`src/rtl/mem_arb_pkg.sv`:
```
// mem_arb_pkg: shared types and constants for the unified-memory arbiter.
//   arb_state_t : arbiter FSM states (idle, memory access, response pulse)
//   owner_t     : which requester owns the current transaction
//   DEFAULT_LATENCY : default number of memory access cycles
//   cnt_width() : width of the latency down-counter for a given latency
package mem_arb_pkg;

  typedef enum logic [1:0] {
    ARB_IDLE,
    ARB_ACCESS,
    ARB_RESP
  } arb_state_t;

  typedef enum logic {
    OWN_IF,
    OWN_D
  } owner_t;

  localparam int DEFAULT_LATENCY = 4;

  // A latency of 1 still needs a one-bit counter so the port widths stay legal.
  function automatic int cnt_width(input int lat);
    return (lat > 1) ? $clog2(lat) : 1;
  endfunction

endpackage

```
`src/rtl/arb_lat_cnt.sv`:
```
// arb_lat_cnt: loadable down-counter that times one memory access.
// Ports:
//   clk  in  clock, rising edge
//   rst  in  synchronous active-high reset (count cleared to 0)
//   load in  load LATENCY-1 (start of an access)
//   dec  in  decrement by one (saturates at 0)
//   zero out count is 0, i.e. this is the last access cycle
module arb_lat_cnt
  import mem_arb_pkg::*;
#(
  parameter int LATENCY = DEFAULT_LATENCY
) (
  input  logic clk,
  input  logic rst,
  input  logic load,
  input  logic dec,
  output logic zero
);

  localparam int CW = cnt_width(LATENCY);
  localparam logic [CW-1:0] LOAD_VAL = CW'(LATENCY - 1);

  logic [CW-1:0] cnt;

  // Load takes priority so a new access always starts from a full count;
  // decrement stops at zero so the counter never wraps while idle.
  always_ff @(posedge clk) begin
    if (rst) begin
      cnt <= '0;
    end else if (load) begin
      cnt <= LOAD_VAL;
    end else if (dec && (cnt != '0)) begin
      cnt <= cnt - 1'b1;
    end
  end

  assign zero = (cnt == '0);

endmodule

```
`src/rtl/mem_arbiter.sv`:
```
// mem_arbiter: shares a single-port unified memory between the instruction
// fetch (IF) port and the load/store data (D) port. One requester is granted
// per transaction; the memory is driven for LATENCY cycles, then the owner
// gets a one-cycle ready pulse with read data held until its next read.
// Ports:
//   clk, rst            clock and synchronous active-high reset
//   if_req/if_addr      fetch request and address (held until if_rdy)
//   if_rdy/if_rdata     fetch done pulse and fetched word
//   d_req/d_wr/d_addr/d_wdata  data request, store flag, address, store data
//   d_rdy/d_rdata       data done pulse and load data
//   mem_en/mem_wr/mem_addr/mem_wdata/mem_rdata  memory interface
//   busy                high whenever the arbiter is not idle
// Configuration:
//   MEM_ARB_RR_EN defined   : round-robin between IF and D on ties
//   MEM_ARB_RR_EN undefined : fixed priority, D wins ties
module mem_arbiter
  import mem_arb_pkg::*;
#(
  parameter int ADDR_W  = 16,
  parameter int DATA_W  = 16,
  parameter int LATENCY = DEFAULT_LATENCY
) (
  input  logic              clk,
  input  logic              rst,
  input  logic              if_req,
  input  logic [ADDR_W-1:0] if_addr,
  output logic              if_rdy,
  output logic [DATA_W-1:0] if_rdata,
  input  logic              d_req,
  input  logic              d_wr,
  input  logic [ADDR_W-1:0] d_addr,
  input  logic [DATA_W-1:0] d_wdata,
  output logic              d_rdy,
  output logic [DATA_W-1:0] d_rdata,
  output logic              mem_en,
  output logic              mem_wr,
  output logic [ADDR_W-1:0] mem_addr,
  output logic [DATA_W-1:0] mem_wdata,
  input  logic [DATA_W-1:0] mem_rdata,
  output logic              busy
);

  arb_state_t state;
  owner_t     owner;
`ifdef MEM_ARB_RR_EN
  owner_t     last_owner;
`endif

  logic grant_d;
  logic cnt_load;
  logic cnt_dec;
  logic cnt_zero;

  // Decide who wins when the arbiter is idle. A lone requester always wins;
  // only the tie case depends on the arbitration policy.
  always_comb begin
    grant_d = 1'b0;
`ifdef MEM_ARB_RR_EN
    if (d_req && if_req) begin
      grant_d = (last_owner == OWN_IF);
    end else begin
      grant_d = d_req;
    end
`else
    grant_d = d_req;
`endif
  end

  assign cnt_load = (state == ARB_IDLE) && (if_req || d_req);
  assign cnt_dec  = (state == ARB_ACCESS) && !cnt_zero;

  arb_lat_cnt #(
    .LATENCY(LATENCY)
  ) u_lat_cnt (
    .clk (clk),
    .rst (rst),
    .load(cnt_load),
    .dec (cnt_dec),
    .zero(cnt_zero)
  );

  // Arbiter FSM. The mem_* registers double as the latched request, so they
  // are loaded on grant and cleared when the access ends, which keeps the
  // memory interface at zero outside ACCESS. Read data is captured on the
  // last access cycle, together with raising the owner's ready pulse.
  always_ff @(posedge clk) begin
    if (rst) begin
      state      <= ARB_IDLE;
      owner      <= OWN_IF;
`ifdef MEM_ARB_RR_EN
      last_owner <= OWN_IF;
`endif
      busy       <= 1'b0;
      mem_en     <= 1'b0;
      mem_wr     <= 1'b0;
      mem_addr   <= '0;
      mem_wdata  <= '0;
      if_rdy     <= 1'b0;
      d_rdy      <= 1'b0;
      if_rdata   <= '0;
      d_rdata    <= '0;
    end else begin
      case (state)
        ARB_IDLE: begin
          if (if_req || d_req) begin
            state  <= ARB_ACCESS;
            busy   <= 1'b1;
            mem_en <= 1'b1;
            if (grant_d) begin
              owner     <= OWN_D;
              mem_wr    <= d_wr;
              mem_addr  <= d_addr;
              mem_wdata <= d_wdata;
            end else begin
              owner     <= OWN_IF;
              mem_wr    <= 1'b0;
              mem_addr  <= if_addr;
              mem_wdata <= '0;
            end
`ifdef MEM_ARB_RR_EN
            last_owner <= grant_d ? OWN_D : OWN_IF;
`endif
          end
        end
        ARB_ACCESS: begin
          if (cnt_zero) begin
            state     <= ARB_RESP;
            mem_en    <= 1'b0;
            mem_wr    <= 1'b0;
            mem_addr  <= '0;
            mem_wdata <= '0;
            if (owner == OWN_D) begin
              d_rdy <= 1'b1;
              if (!mem_wr) begin
                d_rdata <= mem_rdata;
              end
            end else begin
              if_rdy   <= 1'b1;
              if_rdata <= mem_rdata;
            end
          end
        end
        ARB_RESP: begin
          state  <= ARB_IDLE;
          busy   <= 1'b0;
          if_rdy <= 1'b0;
          d_rdy  <= 1'b0;
        end
        default: begin
          state <= ARB_IDLE;
          busy  <= 1'b0;
        end
      endcase
    end
  end

endmodule

```
`config.mk`:
```
export PLATFORM = sky130hd
export DESIGN_NAME = mem_arbiter
export DESIGN_NICKNAME = d
export VERILOG_FILES = /design/src/rtl/mem_arb_pkg.sv /design/src/rtl/arb_lat_cnt.sv /design/src/rtl/mem_arbiter.sv
export SDC_FILE = /design/constraint.sdc
export NUM_CORES = 1
export LEC_CHECK = 0
export BUFFER_PORTS_ARGS = -buffer_cell sky130_fd_sc_hd__buf_2
export CAP_MARGIN = 15
export CORE_ASPECT_RATIO = 0.75
export CORE_MARGIN = 4
export CORE_UTILIZATION = 48
export CTS_BUF_LIST = sky130_fd_sc_hd__clkbuf_2 sky130_fd_sc_hd__clkbuf_4 sky130_fd_sc_hd__clkbuf_8
export DETAILED_ROUTE_END_ITERATION = 10
export PLACE_DENSITY_LB_ADDON = 0.3
export SLEW_MARGIN = 25
export SYNTH_ARGS = -nofsm -noshare
export SYNTH_HDL_FRONTEND = slang
export SYNTH_SLANG_ARGS = --single-unit
```
`constraint.sdc`:
```
create_clock -name clk -period 2 [get_ports clk]
set_clock_uncertainty 0.05 [all_clocks]
set_input_delay 0 -clock clk [delete_from_list [all_inputs] [get_ports clk]]
set_output_delay 0 -clock clk [all_outputs]
set_load 0.01 [all_outputs]
```
# ---- After elaboration in Yosys (flattened, before gate mapping)
# Cells that the tools add are included.
dict set report word_totals {
  regBits 74
  inputBits 69
  output_inout_bits 69
}
dict set report op_classes {
  addsub 1
  n_eq_ne 6
  muxes 26
  bitwise_logic 3
  n_reduce_logical 19
}
# cell count
set op_table {}
lappend op_table {{2-to-1 mux 16 bit} 5}
lappend op_table {{case mux 16 bit (2 select lines)} 2}
lappend op_table {{AND reduction 3 bit} 4}
lappend op_table {{case mux 1 bit (2 select lines)} 5}
lappend op_table {{2-to-1 mux 1 bit} 9}
lappend op_table {{2-to-1 mux 2 bit} 4}
lappend op_table {{nonzero test 2 bit} 4}
lappend op_table {{inequality test 2 bit, second input constant} 3}
lappend op_table {{AND reduction 2 bit} 3}
lappend op_table {{zero test 2 bit} 2}
lappend op_table {{case mux 2 bit (2 select lines)} 1}
lappend op_table {{AND reduction 4 bit} 1}
lappend op_table {{logical AND 1 bit} 3}
lappend op_table {{NOT 1 bit} 3}
lappend op_table {{equality test 2 x 1 -> 1 bit, second input constant} 1}
lappend op_table {{equality test 2 bit, second input constant} 1}
lappend op_table {{inequality test 2 x 1 -> 1 bit, second input constant} 1}
lappend op_table {{subtractor 2 x 1 -> 2 bit, second input constant} 1}
lappend op_table {{zero test 1 bit} 1}
lappend op_table {{logical OR 1 bit} 1}

# ---- Logic depth before layout (Yosys ltp)
# Gate-level depths: netlist (run 1).
dict set report depth {
  word_depth 6
  ltp_mapped 7
}

# ---- Cells and area by module
# A second synthesis (run 1) with hierarchy kept.
dict set report hier_totals {
  hier_cells 315
  hier_area_um2 2899.0
}
# mod instances cells_each area_each_um2 seq_area_each_um2
set modules_own_cells {}
lappend modules_own_cells {mem_arbiter 1 303 2783.9 1441.4}
lappend modules_own_cells {arb_lat_cnt 1 12 115.1 40.0}

# ---- Worst setup path after synthesis (run 1)
# Ideal clock, no wire load.
dict set report synth_path {
  kind {reg-to-reg}
  startpoint {register u_lat_cnt.cnt[0]}
  endpoint {register mem_addr[10]}
  t_arrival_ns 1.323
  path_slack_ns 0.506
  stages_incl_launch_ff 6
  n_path_buf 0
  cell_sequence {dfxtp_1 -> inv_1 -> ha_1 -> nor2b_4 -> or3_4 -> mux2_4}
}
dict set report synth_via {
  elab_chain_len 3
}
# item line
set synth_rtl {}
lappend synth_rtl {{start: declaration} arb_lat_cnt.sv:23} ;# logic [CW-1:0] cnt;
lappend synth_rtl {{start signal: assignment} arb_lat_cnt.sv:33} ;# cnt <= cnt - 1'b1;
lappend synth_rtl {{zero test 2 bit} arb_lat_cnt.sv:37} ;# assign zero = (cnt == '0);
lappend synth_rtl {{inequality test 2 bit (no source line)} --}
lappend synth_rtl {{AND reduction 3 bit (no source line)} --}
lappend synth_rtl {{end signal: assignment} mem_arbiter.sv:112} ;# mem_addr <= d_addr;
lappend synth_rtl {{end signal: assignment} mem_arbiter.sv:117} ;# mem_addr <= if_addr;
lappend synth_rtl {{end: declaration} mem_arbiter.sv:37} ;# output logic [ADDR_W-1:0] mem_addr,
# No other way between the ends.
# A chain may end at the register's enable or synchronous reset.

# ---- Worst setup path after layout (run 1)
dict set report layout_path {
  startpoint {input port d_req}
  endpoint {register mem_addr[2]}
}
dict set report layout_via {
  elab_chain_len 3
  word_cells_on_any_way 6
  cone_classes {eq/ne: 1; mux: 3; reduce/logical: 2}
}
# item line
set layout_rtl {}
lappend layout_rtl {{start: declaration} mem_arbiter.sv:29} ;# input logic d_req,
lappend layout_rtl {{2-to-1 mux 16 bit / logical OR 1 bit (equally long branches)} {mem_arbiter.sv:109, mem_arbiter.sv:105}}
lappend layout_rtl {{2-to-1 mux 16 bit / inequality test 2 x 1 -> 1 bit (equally long branches)} --}
lappend layout_rtl {{case mux 16 bit (2 select lines) / AND reduction 3 bit (equally long branches)} --}
# Parallel ways exist; a longest one is shown, timed or not. The select of a mux whose other input is x is not followed.

==> results_dict.tcl, run 1 <==
set metrics [dict create \
    grt_max_degree 34 \
    finalMaxSlewViolations 0 \
    pre_cts_ws_ps -41.8 \
    min_path_type "in -> reg" \
    syn_area_um2 2880 \
    seq_power_share_pct 45.5 \
    leakage_nw 2.08 \
    antenna_found_initial 0 \
    nFillCells 437 \
    drtIter0Drc 114 \
    min_to "mem_addr[10]" \
    critPathMaxFanout 20 \
    crit_chain "buf_2, buf_4, nor2b_1, a22oi_1, dlygate4sd3_1, o2bb2ai_1" \
    routed_wl_um 8730 \
    synth.avg_cell_area_um2 9.89 \
    fp.dieArea_um2 7310 \
    clock_power_share_pct 35.4 \
    cp-startpoint "d_req" \
    yosysTopAreaCellShare_pct 51.5 \
    r2r_end "mem_wdata[9]" \
    crit_family "buffers and inverters" \
    rsz0062_at_grt "false" \
    async_flop_share_pct 0 \
    intPower_w 0.00265 \
    yosys-top-cells-area "dfxtp_1, nand2_1, mux2i_1" \
    final-setup-viol-count 0 \
    seq_area_frac_synth_pct 51.5 \
    final_area_um2 4390 \
    reg2reg_slack_ps 320 \
    p_comb_share_pct 19.2 \
    core-area_um2 5830 \
    syn_nets 362 \
    num_rows 24 \
    final_cell_mix "buf_2, dfxtp_1, nand2_1" \
    slowest_stage "nor2b_1" \
    swShare_pct 26.7 \
    syn_inst 291 \
    worst_slew_pin_slew_ps 861 \
    p_per_area_nw_per_um2 823 \
    max_slew_margin_pct 42.5 \
    crit_type "in -> reg" \
    synth_ff_type "dfxtp_1" \
    grtUsageMet1_pct 27.4 \
    synth_area_leader_cell "dfxtp_1" \
    hp-start "d_addr[10]" \
    ff2ff_path_depth 5 \
    layout_min_cycle_time_ps 1770 \
    io_pins 138 \
    slowest_delay_ps 700 \
    io_buffers 137 \
    finalHoldViolCount 0 \
    area_delta_synth_final_pct 52.5 \
    placed_area_um2 3590 \
    htree_levels 3 \
    num_antenna_cells 0 \
    worstPathRequired_ps 2220 \
    fin_crit_sh_pct 88.5 \
    critPathLaunchType "input port" \
    clock_sinks 74 \
    netSwitchingPower_w 0.000966 \
    utilization_pct 75.4 \
    cts_tree "yes" \
    die_x_um 97.4 \
    grt.total_usage_pct 24.0 \
    clk_path_buf_depth 2 \
    final_common_cell "buf_2" \
    outcome "completed" \
    grt_pass1_vias 2836 \
    min_path_cells 4 \
    grt_pass1_wl_um 13800 \
    cts_buffers 9 \
    synth_edf_count 0 \
    start_util_pct 49.4 \
    multi_input_area_um2 1260 \
    ant_nets 0 \
    timing.rr.start "u_lat_cnt.cnt[0]" \
    ys_warn_count 0 \
    ir_drop_mv 0.489 \
    cp-end-kind "flip-flop" \
    wl_per_cell_um 15.5 \
    yosysUniqueCellTypes 39 \
    crit_buf_inv 3 \
    cts.clk_slew.worst_paths_ps 80 \
    seq_area_um2 1480 \
    drc 0 \
    die_y_um 75.1 \
    postLayoutSetupSlackWorst_ps 230 \
    dr.pass1.iters 5 \
    post-dp-hpwl_um 5480 \
    vias_per_cell 5.16 \
    cp.arrival_ps 1990 \
    use_met3_pct 6.39 \
    clkLatencyLatePin_ps 350 \
    vias 2913 \
    grt-ovfl-total 0 \
    cap_violations 0 \
    drive_above_1_share_pct 35.6 \
    grt_util_met2_pct 42.9 \
    busiest_layer "met2" \
    routabilityCongestion 0.736 \
    cts-root-buf "clkbuf_8" \
    nets 552 \
    fmax_mhz 565 \
    ys_ff_latch 74 \
    cts_setup_buffers 0 \
]
timing repair:
action                     4_1_cts  5_1_grt
hold endpoints to repair        62        0
setup endpoints to repair       17        0
hold buffers                    58        0
gates resized for setup          1        0
tightest hold or removal path, delay by kind of cell:
family                 cells  cell delay [ps]
multiplexers               2              220
AND/OR/NAND/NOR            1              130
buffers and inverters      1               80
power groups by stage:
| stage | clock [W] | combinational, W | sequential (W) |
|---|---|---|---|
| after global placement | 0 | 0.000571 | 0.00167 |
| after floorplan | 0 | 0.000328 | 0.00171 |
| final | 0.00128 | 0.000693 | 0.00164 |
| after CTS | 0.00129 | 0.000686 | 0.00164 |
| after detailed placement | 0 | 0.000589 | 0.00167 |
| after global routing | 0.00136 | 0.000752 | 0.00165 |
stage by stage:
step | instances | setup TNS (ps) | power, W | hold slack (ps)
after floorplan | 291 | 0 | 0.00204 | 82.6
after global placement | 490 | 0 | 0.00224 | 167
after detailed placement | 490 | -345 | 0.00226 | 173
after CTS | 564 | 0 | 0.00362 | 37.0
after global routing | 564 | 0 | 0.00377 | 38.7
final | 564 | 0 | 0.00361 | 52.3
routing by layer:
layer	wire length [um]	vias to the layer above
met5	0	-
met3	443	22
met1	3600	1395
met2	4450	99
li1	-	1397
met4	233	0
synth_stat cells (all sizes together), types with 2 or more instances:
cell,count
dfxtp,74
nand2,68
a21oi,23
mux2i,20
a22o,17
buf,16
a22oi,12
o2bb2ai,12
clkbuf,7
nor2b,7
nor3,5
inv,4
mux2,4
o21ai,3
ha,2
nor2,2
worst max-delay path by stage:
stage	end	cells after the start
3_3_place_gp	mem_wdata[12]	5
5_1_grt	mem_addr[2]	6
2_1_floorplan	mem_addr[10]	5
4_1_cts	mem_addr[12]	6
3_5_place_dp	mem_wdata[7]	5
6_report	mem_addr[2]	6
cell type report:
class                      count  area share (%)
sequential                    74            33.7
timing repair buffer         202            30.0
multi-input combinational    190            28.6
clock buffer                  10            2.99
tap                           78            2.22
clock inverter                 6            2.08
inverter                       4           0.342
cell families after synthesis:
| group | count (synthesis) | synth area share, % |
|---|---|---|
| simple gates | 92 | 15.3 |
| flops | 74 | 51.5 |
| compound gates | 71 | 17.6 |
| buf+inv | 27 | 5.48 |
| mux | 24 | 9.04 |
| fa+ha+maj | 2 | 0.869 |
| xor+xnor | 1 | 0.304 |
sequential cells by signal, indices dropped and copies added, names as in the netlist, 2 cells and up:
name / cells
u_lat_cnt.cnt: 2
d_rdata: 16
state: 2
mem_wdata: 16
mem_addr: 16
if_rdata: 16
No activity file was read; power rests on OpenSTA's default activity.
==> run 2: changes to the inputs <==
--- a/config.mk
+++ b/config.mk
@@ -12,7 +12,7 @@
 export CORE_UTILIZATION = 48
 export CTS_BUF_LIST = sky130_fd_sc_hd__clkbuf_2 sky130_fd_sc_hd__clkbuf_4 sky130_fd_sc_hd__clkbuf_8
 export DETAILED_ROUTE_END_ITERATION = 10
-export PLACE_DENSITY_LB_ADDON = 0.3
+export PLACE_DENSITY = 0.83
 export SLEW_MARGIN = 25
 export SYNTH_ARGS = -nofsm -noshare
 export SYNTH_HDL_FRONTEND = slang
==> run 2 against run 1 <==
  * Flip-flop and latch count unchanged
  * Highest routed layer unchanged
  * Clock power up 9%
  * Maximum frequency rose by 0.19%
  * Utilization grew 0.43 points
  * Register-to-register slack hardly changed
  * Count of clock-buffer cells in the layout unchanged
==> results_dict.tcl, run 2 (synthesized netlist as in run 1, its figures left out) <==
set metrics [dict create \
    outcome "completed" \
    critPathMaxFanout 7 \
    crit_chain "dlygate4sd3_1, buf_2, nor2b_2, buf_4, a22oi_1, dlygate4sd3_1, o2bb2ai_1" \
    io_buffers 137 \
    grt_pass1_wl_um 13400 \
    cp.arrival_ps 1980 \
    grt_pass1_vias 2807 \
    dr.pass1.iters 5 \
    post-dp-hpwl_um 5400 \
    cp-end-kind "flip-flop" \
    routed_wl_um 8480 \
    drc 0 \
    cts_setup_buffers 0 \
    die_y_um 75.1 \
    grt.total_usage_pct 22.9 \
    wl_per_cell_um 15.0 \
    reg2reg_slack_ps 310 \
    cts_tree "yes" \
    grt-ovfl-total 0 \
    area_delta_synth_final_pct 53.4 \
    final_cell_mix "buf_2, dfxtp_1, nand2_1" \
    leakage_nw 2.10 \
    htree_levels 3 \
    p_per_area_nw_per_um2 846 \
    p_total_w 0.00374 \
    routabilityCongestion 0.761 \
    final-setup-viol-count 0 \
    grt_max_degree 34 \
    setup_tns_ps 0 \
    min_path_type "in -> reg" \
    crit_type "in -> reg" \
    num_antenna_cells 0 \
    vias 2842 \
    clock_sinks 74 \
    finalHoldViolCount 0 \
    max_slew_margin_pct 61.5 \
    crit_top_cell "dlygate4sd3_1" \
    drtIter0Drc 136 \
    num_rows 24 \
    clk_path_buf_depth 2 \
    slowest_stage "dlygate4sd3_1" \
    fp.dieArea_um2 7310 \
    finalMaxSlewViolations 0 \
    cts.clk_slew.worst_paths_ps 80 \
    core-area_um2 5830 \
    final_common_cell "buf_2" \
    critPathLaunchType "input port" \
    crit_family "buffers and inverters" \
    ant_nets 0 \
    cts_buffers 9 \
    drive_above_1_share_pct 35.8 \
    cap_violations 0 \
    utilization_pct 75.8 \
    worstPathRequired_ps 2210 \
    slowest_delay_ps 590 \
    cts-root-buf "clkbuf_8" \
    ir_drop_mv 0.504 \
    start_util_pct 49.4 \
    place_inst 490 \
    fin_crit_sh_pct 88.3 \
    fmax_mhz 566 \
    worst_slew_pin_slew_ps 571 \
    layout_min_cycle_time_ps 1770 \
    vias_per_cell 5.04 \
    die_x_um 97.4 \
    nets 552 \
    crit_buf_inv 4 \
    finalNonFillerCells 564 \
    io_pins 138 \
    clkLatencyLatePin_ps 340 \
    antenna_found_initial 0 \
    rsz0062_at_grt "false" \
]
-- run 2: cell count changes in the layout (fill, tap and decap cells not counted), sizes merged --
cell,previous run,this run
bufinv,2,3
clkinv,1,0
clkinvlp,3,2
inv,4,5
-- run 2: cell type report --
type                            instances  area [um2]
Sequential cell                        74        1480
Clock buffer                           10         131
Fill cell                             416        1410
Clock inverter                          6         114
Tap cell                               78        97.6
Multi-Input combinational cell        190        1260
Timing Repair Buffer                  202        1320
Inverter                                4        15.0
-- run 2: worst paths after layout --
path / start / to / cells after the start
worst max-delay path: if_req / mem_addr[15] / 7
worst min-delay path: if_addr[7] / mem_addr[7] / 4
worst max register to register: u_lat_cnt.cnt[0] / mem_wdata[15] / 5
worst min register to register: if_rdata[6] / if_rdata[6] / 2
-- run 2: repair_timing --
item,in CTS,in global routing
hold endpoints to repair,62,0
hold buffers,58,0
endpoints found under the setup margin,7,1
resized for setup,1,1
-- run 2: where the power goes --
part / total, W / internal, W / leakage [nW] / switching (W)
logic: 0.000685 / 0.000349 / 1.38 / 0.000335
registers: 0.00165 / 0.00158 / 0.604 / 0.0000688
clock network: 0.00140 / 0.000847 / 0.117 / 0.000556
-- run 2: routing by layer --
layer	vias up	GRT usage [%]	routed length (um)
li1	1397	-	-
met1	1342	27.0	3460
met2	91	42.1	4450
met3	12	5.93	467
met4	0	7.07	95
met5	-	0	0
-- run 2: worst min-delay path, cell delays in order --
cell	delay [ps]
buf_2	70
mux2i_1	60
nor3_1	130
mux2_4	160
-- run 2: metrics by stage --
step | setup WS (ps) | instance area (um2) | hold WS, ps
after floorplan | 506 | 2880 | 82.6
after global placement | 80.3 | 3590 | 167
after detailed placement | -18.0 | 3590 | 176
after CTS | 95.3 | 4410 | 34.5
after global routing | 144 | 4420 | 63.4
final | 233 | 4420 | 51.5
